### src/rtl/bus_cycle_stepper.sv
// Bus-cycle gate for the 68000 board: grants each CPU bus cycle through
// ENABLE_EXECUTE in free-run, single-step, N-cycle burst or
// run-until-breakpoint mode, with a synchronised and debounced STEP switch.
module bus_cycle_stepper #(
    parameter int unsigned DEBOUNCE_BITS = 12,
    parameter int unsigned COUNT_WIDTH   = 8,
    parameter int unsigned SYNC_STAGES   = 2
) (
    input  logic                   CPUCLK_IN,
    input  logic                   RUN_IN,
    input  logic [1:0]             MODE_IN,
    input  logic                   STEP_IN,
    input  logic [COUNT_WIDTH-1:0] BURST_COUNT_IN,
    input  logic                   BREAK_HIT_IN,
    input  logic                   ENABLE_IN,
    output logic                   ENABLE_EXECUTE,
    output logic                   PAUSED,
    output logic [COUNT_WIDTH-1:0] CREDIT_OUT,
    output logic                   BROKEN_OUT,
    output logic                   STEP_LEVEL_OUT
);

    typedef enum logic [1:0] {
        MODE_RUN   = 2'b00,
        MODE_STEP  = 2'b01,
        MODE_BURST = 2'b10,
        MODE_BREAK = 2'b11
    } mode_t;

    typedef enum logic {
        ST_WAIT = 1'b0,
        ST_EXEC = 1'b1
    } state_t;

    logic [SYNC_STAGES-1:0]   r_sync;
    logic [DEBOUNCE_BITS-1:0] r_db_cnt;
    logic                     r_fstep;
    logic                     r_fstep_d;

    state_t                   r_state;
    state_t                   w_state_nxt;
    logic                     r_en_exec;
    logic                     w_en_exec_nxt;
    logic [COUNT_WIDTH-1:0]   r_credit;
    logic [COUNT_WIDTH-1:0]   w_credit_nxt;
    logic                     r_broken;
    logic                     w_broken_nxt;

    mode_t                    w_mode;
    logic                     w_sstep;
    logic                     w_press;
    logic                     w_free;
    logic                     w_credit_zero;

    assign w_mode        = mode_t'(MODE_IN);
    assign w_sstep       = r_sync[SYNC_STAGES-1];
    assign w_press       = r_fstep & ~r_fstep_d;
    assign w_free        = (w_mode == MODE_RUN) | ((w_mode == MODE_BREAK) & ~r_broken);
    assign w_credit_zero = (r_credit == '0);

    // Synchroniser chain bringing the raw STEP switch into the clock domain
    always_ff @(posedge CPUCLK_IN or negedge RUN_IN) begin
        if (!RUN_IN) begin
            r_sync <= '0;
        end else begin
            r_sync <= {r_sync[SYNC_STAGES-2:0], STEP_IN};
        end
    end

    // Debouncer: level follows the synchronised switch only after it has
    // disagreed for 2^DEBOUNCE_BITS consecutive clocks
    always_ff @(posedge CPUCLK_IN or negedge RUN_IN) begin
        if (!RUN_IN) begin
            r_db_cnt  <= '0;
            r_fstep   <= 1'b0;
            r_fstep_d <= 1'b0;
        end else begin
            r_fstep_d <= r_fstep;
            if (w_sstep == r_fstep) begin
                r_db_cnt <= '0;
            end else if (r_db_cnt == '1) begin
                r_fstep  <= ~r_fstep;
                r_db_cnt <= '0;
            end else begin
                r_db_cnt <= r_db_cnt + 1'b1;
            end
        end
    end

    // FSM, grant, credit and breakpoint registers
    always_ff @(posedge CPUCLK_IN or negedge RUN_IN) begin
        if (!RUN_IN) begin
            r_state   <= ST_WAIT;
            r_en_exec <= 1'b0;
            r_credit  <= '0;
            r_broken  <= 1'b0;
        end else begin
            r_state   <= w_state_nxt;
            r_en_exec <= w_en_exec_nxt;
            r_credit  <= w_credit_nxt;
            r_broken  <= w_broken_nxt;
        end
    end

    // Next-state logic: press handling first, then the grant FSM, whose
    // decrement can only fire with credit>0 and so never collides with a load
    always_comb begin
        w_state_nxt   = r_state;
        w_en_exec_nxt = r_en_exec;
        w_credit_nxt  = r_credit;
        w_broken_nxt  = r_broken;

        if (w_mode == MODE_RUN) begin
            w_credit_nxt = '0;
            w_broken_nxt = 1'b0;
        end else if (w_press && w_credit_zero) begin
            unique case (w_mode)
                MODE_STEP:  w_credit_nxt = {{(COUNT_WIDTH-1){1'b0}}, 1'b1};
                MODE_BURST: w_credit_nxt = BURST_COUNT_IN;
                MODE_BREAK: w_broken_nxt = 1'b0;
                default:    w_credit_nxt = r_credit;
            endcase
        end

        unique case (r_state)
            ST_WAIT: begin
                w_en_exec_nxt = 1'b0;
                if (ENABLE_IN && w_free) begin
                    w_en_exec_nxt = 1'b1;
                    w_state_nxt   = ST_EXEC;
                end else if (ENABLE_IN && !w_credit_zero) begin
                    w_en_exec_nxt = 1'b1;
                    w_credit_nxt  = r_credit - 1'b1;
                    w_state_nxt   = ST_EXEC;
                end
            end
            ST_EXEC: begin
                if (w_mode == MODE_BREAK && BREAK_HIT_IN) begin
                    w_broken_nxt = 1'b1;
                end
                if (!ENABLE_IN) begin
                    w_en_exec_nxt = 1'b0;
                    w_state_nxt   = ST_WAIT;
                end
            end
            default: begin
                w_en_exec_nxt = 1'b0;
                w_state_nxt   = ST_WAIT;
            end
        endcase
    end

    assign ENABLE_EXECUTE = r_en_exec;
    assign CREDIT_OUT     = r_credit;
    assign BROKEN_OUT     = r_broken;
    assign STEP_LEVEL_OUT = r_fstep;
    assign PAUSED         = (r_state == ST_WAIT) & ~w_free & w_credit_zero;

endmodule

### config.mk
export PLATFORM = sky130hd
export DESIGN_NAME = bus_cycle_stepper
export DESIGN_NICKNAME = d
export VERILOG_FILES = /design/src/rtl/bus_cycle_stepper.sv
export SDC_FILE = /design/constraint.sdc
export NUM_CORES = 1
export LEC_CHECK = 0
export CAP_MARGIN = 20
export CORE_MARGIN = 2
export CORE_UTILIZATION = 47
export CTS_CLUSTER_DIAMETER = 120
export DETAILED_ROUTE_END_ITERATION = 16
export PLACE_DENSITY = 0.73
export SLEW_MARGIN = 5
export SYNTH_ARGS = -nofsm -noshare
export SYNTH_HDL_FRONTEND = slang
export SYNTH_SLANG_ARGS = --single-unit
### constraint.sdc
create_clock -name CPUCLK_IN -period 6.03 [get_ports CPUCLK_IN]
set_input_delay 1.5075 -clock CPUCLK_IN [delete_from_list [all_inputs] [get_ports CPUCLK_IN]]
set_output_delay 1.5075 -clock CPUCLK_IN [all_outputs]
set_load 0.01 [all_outputs]
; ---- After elaboration in Yosys (flattened, before gate mapping)
; Cells that the tools add are included.
; Widths: inputs -> output; s select.
[classes]
n_addsub = 2
multipliers = 0
div_mod_pow = 0
magnitude_cmp = 0
n_eq_ne = 6
n_shift = 0
n_mux = 19
n_bitwise = 11
n_reduce_logical = 8
[ops]
columns = cell, count
row1 = $mux 8, 5
row2 = $mux 12, 2
row3 = $pmux 8 s2, 1
row4 = $add 12x1->12 const B, 1
row5 = $eq 12x12->1 const B, 1
row6 = $mux 1, 9
row7 = $logic_not 8->1, 1
row8 = $sub 8x1->8 const B, 1
row9 = $not 1->1, 6
row10 = $and 1x1->1, 4
row11 = $eq 2x2->1 const B, 2
row12 = $logic_and 1x1->1, 4
row13 = $pmux 1 s2, 2
row14 = $eq 2x1->1 const B, 1
row15 = $logic_not 2->1, 1
row16 = $ne 2x2->1 const B, 1
row17 = $reduce_and 2->1, 1
row18 = $eq 1x1->1, 1
row19 = $logic_not 1->1, 1
row20 = $or 1x1->1, 1
[totals]
ff_bits = 27
latch_bits = 0
ramBits = 0
rom_bits = 0
in_bits = 15
out_inout_bits = 12
elab_cells = 54
memories = 0

; ---- Depth between registers and ports, before layout
[depth]
word_depth = 8
depth_mapped = 8

; ---- Worst setup path after synthesis
; OpenSTA, ideal clock, no wires.
[synth_path]
kind = input to output
from = in MODE_IN[0]
to = out PAUSED
t_arrival_ns = 2.332
required_time_ns = 4.523
setup_slack_ns = 2.191
cell_stages = 5
path_cell_list = inv_1 ha_1 clkbuf_1 nor2_1 and3_1
[synth_via]
elab_chain_cells = 6
word_cells_on_any_way = 7
[synth_rtl]
columns = item, line
row1 = from (decl), 11  ; input logic [1:0] MODE_IN,
row2 = $eq 2x2->1, 58  ; assign w_free = (w_mode == MODE_RUN) | ((w_mode == MODE_BREAK) & ~r_broken);
row3 = $and 1x1->1, 58
row4 = $or 1x1->1 (*), 58
row5 = $not 1->1 (*), 157  ; assign PAUSED = (r_state == ST_WAIT) & ~w_free & w_credit_zero;
row6 = $and 1x1->1 (*) (2 in series), 157
row7 = to (decl), 17  ; output logic PAUSED,
; Every way passes the cells marked *; elsewhere a longest branch is shown, timed or not.

; ---- Worst setup path after layout
; Same ends and word-level chain as after synthesis.

==> run_results.csv <==
group,metric,value,unit
synth,yosysSeqAreaShare,0.450,
synth,ys_warn_count,0,
cts,cts-root-buf,"clkbuf_4",
detailed_routing,dr.pass1.iters,4,
sta,setup-tns-final,0,ns
synth,synth-seq-cells,27,
cells_and_area,layout_commonest_cell,"dfrtp_1",
sta,worstMarginPinSlew,0.509,ns
cts,cts_hold_buf,0,
worst_setup_path,worstSetupEndpointType,"output port",
worst_setup_path,cp-start-kind,"input pin",
detailed_routing,vias,1252,
cts,ctsResizeCount,0,
cts,cts_tree,"built",
synth,synth_flop_cell,"dfrtp_1",
detailed_routing,ant_nets,0,
grt,grt_max_degree,28,
placement,dp.cells,222,
detailed_routing,drc,0,
synth,syn_nets,178,
sta,fmax,200,MHz
worst_setup_path,cp.arrival,3.48,ns
placement,dp_hpwl,2380,um
worst_setup_path,cp.required,4.52,ns
sta,slew_viol_final,0,
synth,syn_avg_cell_area,9.62,sq um
worst_setup_path,critical_path.max_fanout,10,
cts,cts_sinks,27,
sta,setup_viol,0,
grt,grtUsageTotal,0.203,
cells_and_area,final_cell_mix,"dfrtp_1 (27), clkdlybuf4s50_1 (26), nor2_1 (22)",
flow_run,max-cap-violations,0,
synth,synth_cell_types,41,
grt,antenna_found_initial,0,
sta,period_minus_slack,4.99,ns
cts,clk_pin_slew_worst_paths,0.15,ns
power_and_ir_drop,p_per_area,353,mW/mm^2
detailed_routing,wirelength,3220,um
sta,min_period_over_period,0.828,
placement,globalplace.congestion,0.834,
cts,numCtsBuffers,3,
floorplanning,die_x,60.5,um
floorplanning,core.rowCount,20,
detailed_routing,drt_iter0_markers,38,
floorplanning,core,0.00305,sq mm
cts,htreeDepth,1,
detailed_routing,route.detailed.wl_per_inst,14.3,um
synth,ys_async_sr_fraction,1.00,
grt,overflow,0,
cells_and_area,diodes,0,
cells_and_area,final_nets,205,
cells_and_area,fin_cells,226,
synth,synth_edf_count,0,
cells_and_area,drive_above_1_share,0.0604,
synth,syn_inst,156,
floorplanning,start_util,0.492,
power_and_ir_drop,ir_drop,0.000176,V
sta,final_hold_viol_count,0,
detailed_routing,routed_via_density,5.54,
grt,grt_pass1_vias,1191,
floorplanning,die_y,60.5,um
cells_and_area,synthToLayoutAreaGrowth,21.7,%
hold_path,min_path_type,"flop to flop",
cts,clockBufferDepth,2,
grt,grt_pass1_wl,5560,um
outcome,outcome,"finished clean",
power_and_ir_drop,p_leak,0.761,nW
synth,synth.cell_area,0.00150,sq mm
cts,cts_setup_buffers,0,
cts,clk_latency,0.33,ns
worst_setup_path,worstSetupPathType,"input pin to output port",
sta,max_slew_margin,0.658,
placement,io_buffers,26,
floorplanning,design.die.area,0.00366,sq mm
sta,rsz0062_at_grt,"no",
sta,fin_skew,0.00791,ns
cells_and_area,nFillCells,278,
floorplanning,pin_count,27,
sta,timing.hold.ws,0.385,ns
-- state kept, by name, indices dropped and copies added (netlist names) --
register,flops
BROKEN_OUT,1
CREDIT_OUT,8
ENABLE_EXECUTE,1
STEP_LEVEL_OUT,1
r_db_cnt,12
r_fstep_d,1
r_state,1
r_sync,2
-- where the power goes --
group          switching [W]  leakage (nW)  internal (W)
Combinational       0.000165         0.386      0.000146
Sequential         0.0000411         0.361      0.000212
Clock              0.0000565        0.0139     0.0000254
-- cells in the mapped netlist (4+ instances only) --
| master | number | share of area |
|---|---|---|
| nor2_1 | 22 | 0.055 |
| a21oi_1 | 4 | 0.013 |
| nor4_1 | 6 | 0.025 |
| and3_1 | 5 | 0.021 |
| inv_1 | 15 | 0.037 |
| xnor2_1 | 10 | 0.058 |
| ha_1 | 7 | 0.058 |
| nand2_1 | 4 | 0.010 |
| nand3_1 | 6 | 0.020 |
| dfrtp_1 | 27 | 0.45 |
-- worst max-delay path: stages --
cell	delay (ns)
clkdlybuf4s50_1	0.52
inv_1	0.08
ha_1	0.34
nor2_1	0.25
and3_1	0.23
clkdlybuf4s50_1	0.55
-- routing by layer --
layer	wire length, um	up-vias	global-route usage
li1	-	603	-
met1	1600	606	0.285
met2	1440	37	0.325
met3	133	6	0.0320
met4	51	0	0.0652
met5	0	-	0
-- area by class of cell --
type,instances,area [sq um],share of cell area
Tap cell,44,55.1,0.0301
Sequential cell,27,676,0.370
Inverter,15,56.3,0.0308
Clock buffer,3,22.5,0.0123
Clock inverter,1,7.51,0.00411
Timing Repair Buffer,27,268,0.147
Multi-Input combinational cell,109,742,0.406
-- cells by family after synthesis --
family,Yosys count,share of synthesized area
adders and majority gates,7,0.0583
buffers and inverters,20,0.0558
AOI/OAI and AO/OA,21,0.102
and+or+nand+nor,66,0.243
muxes,3,0.0208
DFF,27,0.450
xor gates and xnor gates,12,0.0700
-- final timing paths --
kind / from / endpoint / slack, ns / cells past startpoint
max in group asynchronous: RUN_IN / r_db_cnt[2]$_DFF_PN0_ / 4.25 / 2
worst max-delay path: MODE_IN[0] / PAUSED / 1.04 / 6
worst min register to register: r_sync[0]$_DFF_PN0_ / r_sync[1]$_DFF_PN0_ / 0.39 / 0
worst min-delay path: r_sync[0]$_DFF_PN0_ / r_sync[1]$_DFF_PN0_ / 0.39 / 0
min in group asynchronous: RUN_IN / CREDIT_OUT[3]$_DFF_PN0_ / 1.52 / 2
worst max register to register: CREDIT_OUT[0]$_DFF_PN0_ / CREDIT_OUT[3]$_DFF_PN0_ / 3.77 / 6
-- per-stage QoR --
step	total power (W)	setup slack (ns)	area, sq um	util
finish	0.000645	1.04	1830	0.598
global route	0.000694	0.945	1830	0.598
CTS	0.000644	1.04	1830	0.598
detailed placement	0.000561	1.06	1800	0.589
global placement	0.000551	1.13	1800	0.589
floorplan	0.000460	2.19	1500	-
No activity file was read; power rests on OpenSTA's default activity.
